===== src/rtl/ps2_pkg.sv =====
// Shared PS/2 definitions: FSM states, error codes, frame length, command bytes.
// Used by the host transmitter and the receive path.
package ps2_pkg;

    typedef enum logic [2:0] {
        IDLE,
        INHIBIT,
        START,
        BITS,
        ACK_WAIT,
        RELEASE
    } ps2_state_e;

    localparam logic [1:0] ERR_NONE    = 2'b00;
    localparam logic [1:0] ERR_TIMEOUT = 2'b01;
    localparam logic [1:0] ERR_NOACK   = 2'b10;

    // start + 8 data + parity + stop
    localparam int FRAME_LEN = 11;

    localparam logic [7:0] CMD_SET_LED = 8'hED;
    localparam logic [7:0] CMD_ECHO    = 8'hEE;
    localparam logic [7:0] CMD_ENABLE  = 8'hF4;
    localparam logic [7:0] CMD_RESET   = 8'hFF;

    function automatic int max3(input int a, input int b, input int c);
        int m;
        m = (a > b) ? a : b;
        return (m > c) ? m : c;
    endfunction

    function automatic logic odd_parity(input logic [7:0] d);
        return ~^d;
    endfunction

endpackage


===== src/rtl/ps2_line_sync.sv =====
// Two-flop synchronizer for one raw PS/2 line plus a history flop for
// falling-edge detection. Idle level of both PS/2 lines is high.
module ps2_line_sync (
    input  logic clk,
    input  logic srst,
    input  logic line_i,
    output logic line_o,
    output logic fall_o
);

    logic meta_q;
    logic sync_q;
    logic hist_q;

    always_ff @(posedge clk) begin
        if (srst) begin
            meta_q <= 1'b1;
            sync_q <= 1'b1;
            hist_q <= 1'b1;
        end else begin
            meta_q <= line_i;
            sync_q <= meta_q;
            hist_q <= sync_q;
        end
    end

    assign line_o = sync_q;
    assign fall_o = hist_q & ~sync_q;

endmodule


===== src/rtl/ps2_host_tx.sv =====
// PS/2 host-to-device byte transmitter driving open-drain line enables.
// Optional macro PS2_TX_ACK_CHECK_EN: check the device ack bit (no ack -> ERR_NOACK).
module ps2_host_tx
    import ps2_pkg::*;
#(
    parameter int INHIBIT_CYCLES    = 6000,
    parameter int START_HOLD_CYCLES = 50,
    parameter int TIMEOUT_CYCLES    = 1000000
) (
    input  logic       sys_clk,
    input  logic       sys_rst,
    input  logic [7:0] tx_data,
    input  logic       tx_valid,
    output logic       tx_ready,
    output logic       tx_done,
    output logic       tx_err,
    output logic [1:0] tx_err_code,
    output logic       ps2_busy,
    input  logic       ps2_sclk_in,
    input  logic       ps2_sda_in,
    output logic       ps2_sclk_oe,
    output logic       ps2_sda_oe
);

    localparam int CNT_W = $clog2(max3(INHIBIT_CYCLES, START_HOLD_CYCLES, TIMEOUT_CYCLES) + 1);
    localparam logic [CNT_W-1:0] INH_LAST   = CNT_W'(INHIBIT_CYCLES - 1);
    localparam logic [CNT_W-1:0] START_LAST = CNT_W'(START_HOLD_CYCLES - 1);
    localparam logic [CNT_W-1:0] TMO_LAST   = CNT_W'(TIMEOUT_CYCLES - 1);
    localparam logic [3:0]       LAST_BIT   = 4'(FRAME_LEN - 2);

    logic sclk_sync, sclk_fall;
    logic sda_sync, sda_fall;
    logic unused_sda_fall;

    ps2_line_sync u_sclk_sync (
        .clk    (sys_clk),
        .srst   (sys_rst),
        .line_i (ps2_sclk_in),
        .line_o (sclk_sync),
        .fall_o (sclk_fall)
    );

    ps2_line_sync u_sda_sync (
        .clk    (sys_clk),
        .srst   (sys_rst),
        .line_i (ps2_sda_in),
        .line_o (sda_sync),
        .fall_o (sda_fall)
    );

    assign unused_sda_fall = sda_fall;

    ps2_state_e       state_q, state_d;
    logic [CNT_W-1:0] cnt_q, cnt_d;
    logic [3:0]       bit_cnt_q, bit_cnt_d;
    logic [9:0]       frame_q, frame_d;
    logic             sclk_oe_q, sclk_oe_d;
    logic             sda_oe_q, sda_oe_d;
    logic             ready_q, ready_d;
    logic             busy_q, busy_d;
    logic             done_q, done_d;
    logic             err_q, err_d;
    logic [1:0]       code_q, code_d;
`ifdef PS2_TX_ACK_CHECK_EN
    logic             ack_q, ack_d;
`endif

    logic timed_out;
    assign timed_out = (cnt_q == TMO_LAST);

    always_comb begin
        state_d   = state_q;
        cnt_d     = cnt_q;
        bit_cnt_d = bit_cnt_q;
        frame_d   = frame_q;
        sclk_oe_d = sclk_oe_q;
        sda_oe_d  = sda_oe_q;
        done_d    = 1'b0;
        err_d     = 1'b0;
        code_d    = ERR_NONE;
`ifdef PS2_TX_ACK_CHECK_EN
        ack_d     = ack_q;
`endif
        case (state_q)
            IDLE: begin
                if (tx_valid && ready_q) begin
                    frame_d   = {1'b1, odd_parity(tx_data), tx_data};
                    bit_cnt_d = '0;
                    cnt_d     = '0;
                    sclk_oe_d = 1'b1;
                    sda_oe_d  = 1'b0;
                    state_d   = INHIBIT;
                end
            end
            INHIBIT: begin
                if (cnt_q == INH_LAST) begin
                    cnt_d    = '0;
                    sda_oe_d = 1'b1;
                    state_d  = START;
                end else begin
                    cnt_d = cnt_q + 1'b1;
                end
            end
            START: begin
                // Releasing the clock line hands clocking to the device; the
                // timeout window starts here.
                if (cnt_q == START_LAST) begin
                    cnt_d     = '0;
                    sclk_oe_d = 1'b0;
                    state_d   = BITS;
                end else begin
                    cnt_d = cnt_q + 1'b1;
                end
            end
            BITS: begin
                if (sclk_fall) begin
                    sda_oe_d  = ~frame_q[0];
                    frame_d   = frame_q >> 1;
                    bit_cnt_d = bit_cnt_q + 1'b1;
                    cnt_d     = '0;
                    if (bit_cnt_q == LAST_BIT) begin
                        state_d = ACK_WAIT;
                    end
                end else if (timed_out) begin
                    sclk_oe_d = 1'b0;
                    sda_oe_d  = 1'b0;
                    err_d     = 1'b1;
                    code_d    = ERR_TIMEOUT;
                    state_d   = IDLE;
                end else begin
                    cnt_d = cnt_q + 1'b1;
                end
            end
            ACK_WAIT: begin
                if (sclk_fall) begin
`ifdef PS2_TX_ACK_CHECK_EN
                    ack_d = ~sda_sync;
`endif
                    cnt_d   = '0;
                    state_d = RELEASE;
                end else if (timed_out) begin
                    sclk_oe_d = 1'b0;
                    sda_oe_d  = 1'b0;
                    err_d     = 1'b1;
                    code_d    = ERR_TIMEOUT;
                    state_d   = IDLE;
                end else begin
                    cnt_d = cnt_q + 1'b1;
                end
            end
            RELEASE: begin
                if (sclk_sync && sda_sync) begin
                    state_d = IDLE;
`ifdef PS2_TX_ACK_CHECK_EN
                    if (ack_q) begin
                        done_d = 1'b1;
                    end else begin
                        err_d  = 1'b1;
                        code_d = ERR_NOACK;
                    end
`else
                    done_d = 1'b1;
`endif
                end else if (sclk_fall) begin
                    cnt_d = '0;
                end else if (timed_out) begin
                    sclk_oe_d = 1'b0;
                    sda_oe_d  = 1'b0;
                    err_d     = 1'b1;
                    code_d    = ERR_TIMEOUT;
                    state_d   = IDLE;
                end else begin
                    cnt_d = cnt_q + 1'b1;
                end
            end
            default: begin
                sclk_oe_d = 1'b0;
                sda_oe_d  = 1'b0;
                state_d   = IDLE;
            end
        endcase
        ready_d = (state_d == IDLE);
        busy_d  = (state_d != IDLE);
    end

    always_ff @(posedge sys_clk) begin
        if (sys_rst) begin
            state_q   <= IDLE;
            cnt_q     <= '0;
            bit_cnt_q <= '0;
            frame_q   <= '0;
            sclk_oe_q <= 1'b0;
            sda_oe_q  <= 1'b0;
            ready_q   <= 1'b0;
            busy_q    <= 1'b0;
            done_q    <= 1'b0;
            err_q     <= 1'b0;
            code_q    <= ERR_NONE;
`ifdef PS2_TX_ACK_CHECK_EN
            ack_q     <= 1'b0;
`endif
        end else begin
            state_q   <= state_d;
            cnt_q     <= cnt_d;
            bit_cnt_q <= bit_cnt_d;
            frame_q   <= frame_d;
            sclk_oe_q <= sclk_oe_d;
            sda_oe_q  <= sda_oe_d;
            ready_q   <= ready_d;
            busy_q    <= busy_d;
            done_q    <= done_d;
            err_q     <= err_d;
            code_q    <= code_d;
`ifdef PS2_TX_ACK_CHECK_EN
            ack_q     <= ack_d;
`endif
        end
    end

    assign tx_ready    = ready_q;
    assign tx_done     = done_q;
    assign tx_err      = err_q;
    assign tx_err_code = code_q;
    assign ps2_busy    = busy_q;
    assign ps2_sclk_oe = sclk_oe_q;
    assign ps2_sda_oe  = sda_oe_q;

endmodule

===== config.mk =====
export PLATFORM = sky130hd
export DESIGN_NAME = ps2_host_tx
export DESIGN_NICKNAME = d
export VERILOG_FILES = /design/src/rtl/ps2_pkg.sv /design/src/rtl/ps2_line_sync.sv /design/src/rtl/ps2_host_tx.sv
export SDC_FILE = /design/constraint.sdc
export NUM_CORES = 1
export LEC_CHECK = 0
export ABC_AREA = 1
export ABC_CLOCK_PERIOD_IN_PS = 2500
export CAP_MARGIN = 20
export CORE_MARGIN = 2
export CORE_UTILIZATION = 60
export DETAILED_ROUTE_END_ITERATION = 8
export GPL_TIMING_DRIVEN = 1
export PLACE_DENSITY = 0.88
export SLEW_MARGIN = 10
export SYNTH_ARGS = -nofsm -noshare
export SYNTH_HDL_FRONTEND = slang
export SYNTH_SLANG_ARGS = --single-unit

===== constraint.sdc =====
create_clock -name sys_clk -period 2.5 [get_ports sys_clk]
set_input_delay 0.25 -clock sys_clk [delete_from_list [all_inputs] [get_ports sys_clk]]
set_output_delay 0.25 -clock sys_clk [all_outputs]
set_load 0.1 [all_outputs]

Yosys cells after proc, flatten, opt, wreduce, memory -nomap -nowiden
Index checks and enable logic that the tools add are counted.
- register bits: 50
- bits in latches: 0
- bits in writable memories: 0
- ROM bits: 0
- bits of input ports: 13
- output and inout bits: 8
- logic and storage cells: 97
- memories: 0
- add/subtract/negate cells: 2
- multipliers: 0
- div/mod/pow operators: 0
- $lt $le $gt $ge: 0
- equality and inequality tests: 14
- shift-type cells: 0
- mux-type cells: 45
- bitwise operators: 6
- reduce and logical (&&, ||, !) cells: 14
- operator list (operator ; number):
    $mux W20 ; 6
    $pmux W20 S5 ; 1
    $mux W3 ; 9
    $add A20 B1 Y20 const B ; 1
    $eq A20 B13 Y1 const B ; 1
    $eq A20 B20 Y1 const B ; 1
    $eq A20 B6 Y1 const B ; 1
    $mux W10 ; 2
    $pmux W10 S2 ; 1
    $pmux W3 S6 ; 1
    $mux W1 ; 16
    $ne A2 B2 Y1 const B ; 5
    $mux W4 ; 2
    $pmux W4 S2 ; 1
    $reduce_and A4 Y1 ; 2
    $reduce_xnor A8 Y1 ; 1
    $eq A3 B2 Y1 const B ; 2
    $eq A3 B3 Y1 const B ; 2
    $logic_not A3 Y1 ; 2
    $pmux W1 S6 ; 1
    $reduce_and A3 Y1 ; 2
    $not A1 Y1 ; 5
    $pmux W1 S5 ; 1
    $reduce_bool A5 Y1 ; 1
    11 further kinds ; 14

Logic depth before layout (Yosys ltp)
Gate-level depths: netlist (run 1).
- depth after elaboration: 6
- depth in mapped cells: 13
- depth with buffers taken out: 12

Modules after synthesis
From an unflattened synthesis (run 1), not the netlist that was laid out.
- cells, all modules: 424
- area, all modules: 2790.2 um^2
- by module, submodules not included (module ; instances ; cells an instance ; area each (um^2)):
    ps2_host_tx ; 1 ; 400 ; 2602.5
    ps2_line_sync ; 2 ; 12 ; 93.8

Worst setup path after synthesis (run 1)
No wires, ideal clock.
- kind: register to register
- start: register ready_q (netlist: tx_ready)
- end: register cnt_q[8]
- library setup time: 0.116 ns
- arrival time: 1.882 ns
- required time: 2.384 ns
- slack: 0.503 ns
- stages on the path, launching flop included: 11
- cells stage by stage: dfxtp_1 > nand2_1 > nand4_1 > nand2_1 > nor2_2 > nand2_2 > inv_2 > nand2_4 > nand2_1 > buf_6 > nor2_1
- cells in the longest elaborated chain, start to end: 3
- RTL lines (what ; line ; source):
    start, declared ; ps2_host_tx.sv:59 ; logic ready_q, ready_d;
    start signal, assigned ; ps2_host_tx.sv:209 ; ready_q <= ready_d;
    $logic_and A1 B1 Y1 ; ps2_host_tx.sv:86 ; if (tx_valid && ready_q) begin
    $ne A2 B2 Y1 (no source line) ; n/a ;
    $reduce_and A3 Y1 (no source line) ; n/a ;
    end signal, assigned ; ps2_host_tx.sv:204 ; cnt_q <= cnt_d;
    end, declared ; ps2_host_tx.sv:54 ; logic [CNT_W-1:0] cnt_q, cnt_d;
Every way passes these cells.
A chain may end at the register's enable or synchronous reset.

Final worst setup path (run 1)
- start: register cnt_q[0]
- end: register cnt_q[0]
- cells in the longest elaborated chain, start to end: 5
- elaborated cells on any way between the ends: 10
- RTL lines (what ; line ; source):
    $add A20 B1 Y20 or $eq A20 B20 Y1 (tied branches) ; n/a ;
    $mux W20 ; ps2_host_tx.sv:124, ps2_host_tx.sv:141, ps2_host_tx.sv:166 ;
    $mux W20 ; ps2_host_tx.sv:116 ; if (sclk_fall) begin
    $mux W20 ; ps2_host_tx.sv:152 ; if (sclk_sync && sda_sync) begin
    $pmux W20 S5 (*) ; ps2_host_tx.sv:84 ; case (state_q)
Mark *: on every way between the ends. The rest lies on a longest branch, timed or not. The select of a mux whose other input is x is not followed.

==> results.env, run 1 <==
PLACE.PORT_BUFFERS=19
REPORT.FINAL.SETUP_VIOL=0
TIMING.CRITICAL_PATH.FANOUT_MAX=14
MAX-CAP-VIOLATIONS=0
TIMING.CRITICAL_PATH.FROM='cnt_q[0]'
FIRST_PASS_ITERS=5
CTS.SINKS=48
DETAILED_ROUTER_S_FIRST_ITERATION_VIOLATION_COUNT=210
SYNTHMUXAREASHARE=0
LARGEST_NET_DEGREE_AT_THE_START_OF_GLOBAL_ROUTING=22
REMAINING_DRC_ERRORS=0
CRITICAL_PATH.MOST_COMMON_CELL='nand3_1'
GRT_USAGE=0.265
WORST_SETUP_HOLD_PATH_CLK_SLEW_NS=0.09
TIMING.FINAL.CRIT_SHARE=0.868
SYNTH_TOP_FAMILY_BY_AREA='simple AND/OR/NAND/NOR gates'
TIMING_HOLD_VIOLATIONS_FINAL=0
WORSTHOLDSTART='u_sclk_sync.meta_q'
SLEW_VIOL_FINAL=0
PEAKVDDDROP_mV=0.474
FMAXACHIEVABLE_MHz=461
DETAIL-ROUTE-ANTENNA-NETS=0
YOSYS.AREA_SHARE.SIMPLE=0.386
HOLD_SLACK_NS=0.417
FINAL_PERIOD_MINUS_WORST_SETUP_SLACK_NS=2.17
LAYOUT.AREA.SEQ_SQ_UM=961
WORST-ENDPOINT-REQUIRED_NS=2.73
SEQPWRFRAC=0.486
SWITCHING_SHARE_OF_POWER=0.279
STATUS='completed'
SYN-NUM-NETS=433
PATH_BUF_INV=1
CRIT_END_CATEGORY='flip-flop'
IO_PINS=21
DP.CELLS=479
POWER.COMBINATIONAL.FRACTION=0.156
FP.DIEAREA_SQ_MM=0.00501
FIRST_GLOBAL_VIAS=2439
MULTI_INPUT_COMB_AREA_SQ_MM=0.00144
NNETSFINAL=451
DIE-WIDTH_MICRONS=70.8
CRITICAL_PATH.TOP_DELAY_FAMILY='simple AND/OR/NAND/NOR gates'
AREAGROWTHSYNTHTOFINISH_PCT=12.1
LAYOUT_COMMONEST_CELL='nand2_1'
CLOCKROOTBUFFER='clkbuf_8'
CLOCK-SKEW-FINAL_NS=0.00700
P_LEAK_nW=1.28
INITIAL_CORE_UTIL=0.618
PATH_CELLS='ha_1 -> nand3_1 -> nor2_1 -> nand3_1 -> nand2_2 -> inv_2 -> nand2_4 -> nand2_1 -> a21oi_1'
CP_DATA_ARRIVAL_TIME_NS=2.41
CELLINTERNALPOWER_mW=1.21
ROWS=24
YOSYSWARNINGCOUNT=0
SETUP.WORST_PATH.START_CLASS='flip-flop'
VIAS_PER_CELL=5.56
RSZ_0062_RAISED_AFTER_GLOBAL_ROUTING='no'
CRIT_PATH_TOP_DELAY_CELL='dfxtp_1'
YOSYS_REGISTER_BITS=48
DR_TOTAL_VIAS=2707
COREAREA_SQ_MM=0.00432
FINAL.FILL_COUNT=361
GRT_FIRST_PASS_WIRELENGTH_MICRONS=10700
DIE_H_MICRONS=70.8
ROUTED_WIRELENGTH_MICRONS=6110
GLOBALROUTE.TOTALOVERFLOW=0
P_SW_mW=0.467
CLK_PATH_BUF_DEPTH=2
SYN-INSTANCE-COUNT=416
DETAILED_PLACE_HPWL_MICRONS=4470
AVGSYNTHCELLAREA_SQ_UM=6.43
POST_SYNTH_FA_HA_MAJ_AREA_FRACTION=0.0187
CTS_BUFFERS=5
ANTENNADIODECOUNT=0
DRT-WIRELENGTH-PER-CELL_MICRONS=12.5
SYNTH_COMPOUND_GATE_AREA_SHARE=0.111
ANTENNA_VIOLATIONS_BEFORE_REPAIR=0
HTREEDEPTH=2
HOLD_BUFFERS=0
POWER.DENSITY_mW_PER_MM2=558
GPL.FINAL_WEIGHTED_CONGESTION=0.996
POSTCTSSETUPBUFFERS=0
SYNTH-SEQ-AREA-SHARE=0.359
POST_CTS_RESIZE_COUNT=0
TRITONCTS='yes'
POST_SYNTH_XOR_AREA_FRACTION=0.0229
TIMING.SETUP.TNS_NS=0
STARTPOINT_OF_THE_WORST_REGISTER_TO_REGISTER_PATH='cnt_q[0]'
LAYOUT.CELLS.MOST_COMMON_LIST='nand2_1 (101), nor2_1 (65), dfxtp_1 (48)'
TIMING.HOLD.WORST.CLASS='flip-flop to flip-flop'
SYNTH_CELL_TYPE_COUNT=33
CP_SLOWEST_STAGE_DELAY_NS=0.41
TIMING.SETUP.CRITICAL_PATH_CLASS='flip-flop to flip-flop'
NETLIST_AREA_SQ_MM=0.00267
DRIVE_GT1_FRAC=0.0897
CLOCK_POWER_SHARE=0.358
LAYOUT.CELLS.NON_FILLER=487
INSERTION_DELAY_NS=0.31
-- final cells by class --
| cell class | count | area share |
|---|---|---|
| Timing Repair Buffer | 25 | 0.0727 |
| Tap cell | 52 | 0.0217 |
| Clock inverter | 2 | 0.0129 |
| Sequential cell | 48 | 0.321 |
| Clock buffer | 6 | 0.0276 |
| Inverter | 50 | 0.0626 |
| Multi-Input combinational cell | 304 | 0.482 |
-- layer usage --
| layer | global-route usage | vias up | wire length [microns] |
|---|---|---|---|
| met5 | 0 | - | 0 |
| met4 | 0.0922 | 0 | 148 |
| met3 | 0.0499 | 15 | 462 |
| met2 | 0.442 | 116 | 2830 |
| met1 | 0.343 | 1198 | 2670 |
| li1 | - | 1378 | - |
-- power groups by stage --
stage	Combinational, mW	Clock, mW	Sequential, mW
finish	0.260	0.600	0.813
global route	0.286	0.637	0.817
CTS	0.260	0.605	0.813
detailed placement	0.259	0	0.830
global placement	0.252	0	0.829
floorplan	0.153	0	0.872
-- metrics by stage --
stage	util	power [mW]	setup slack [ns]	cell area, sq um
floorplan	-	1.02	0.503	2670
global placement	0.665	1.08	0.355	2880
detailed placement	0.665	1.09	0.273	2880
CTS	0.693	1.68	0.321	3000
global route	0.693	1.74	0.0368	3000
finish	0.693	1.67	0.329	3000
-- registers in the layout (all words and copies together), names as in the netlist --
signal,count
u_sclk_sync.meta_q,1
u_sda_sync.meta_q,1
bit_cnt_q,4
tx_err,1
cnt_q,20
tx_done,1
tx_ready,1
u_sclk_sync.line_o,1
ps2_busy,1
ps2_sclk_oe,1
u_sda_sync.line_o,1
ps2_sda_oe,1
state_q,3
u_sclk_sync.hist_q,1
frame_q,10
-- cells by family (layout without fill, tap and decap cells) --
| family | Yosys count | after routing |
|---|---|---|
| XOR/XNOR | 7 | 7 |
| flip-flops | 48 | 48 |
| other | 1 | 1 |
| adder cells (fa/ha/maj) | 4 | 4 |
| AND/OR/NAND/NOR | 239 | 239 |
| buffers and inverters | 64 | 83 |
| AO/OA/AOI/OAI | 53 | 53 |
-- synth_stat cells (all sizes together) --
cell      n  area [sq um]
a211oi    2          15.0
a21oi    16          83.8
a31o      1          8.76
a31oi    10          62.6
and2      1          6.26
and3      1          6.26
buf       9          61.3
clkbuf    5          20.0
conb      1          3.75
dfxtp    48           961
ha        4          50.1
inv      50           188
nand2   104           403
nand3    32           160
nand3b    1          7.51
nand4    11          68.8
nor2     67           256
nor3     16          85.1
o211a     1          10.0
o21ai    22           110
o21bai    1          7.51
or2       6          37.5
xnor2     5          43.8
xor2      2          17.5
-- final timing paths --
| kind | end | slack, ns | cells after the start |
|---|---|---|---|
| worst min register to register | u_sclk_sync.line_o | 0.42 | 1 |
| worst max register to register | cnt_q[0] | 0.33 | 9 |
| worst min-delay path | u_sclk_sync.line_o | 0.42 | 1 |
| worst max-delay path | cnt_q[0] | 0.33 | 9 |
No activity file was read; power rests on OpenSTA's default activity.
==> run 2: changes to the inputs <==
--- a/config.mk
+++ b/config.mk
@@ -13,6 +13,7 @@
 export DETAILED_ROUTE_END_ITERATION = 8
 export GPL_TIMING_DRIVEN = 1
 export PLACE_DENSITY = 0.88
+export SKIP_CTS_REPAIR_TIMING = 1
 export SLEW_MARGIN = 10
 export SYNTH_ARGS = -nofsm -noshare
 export SYNTH_HDL_FRONTEND = slang
==> results of run 2 <==
The final DEF is identical to that of run 1; final timing and power are the same.
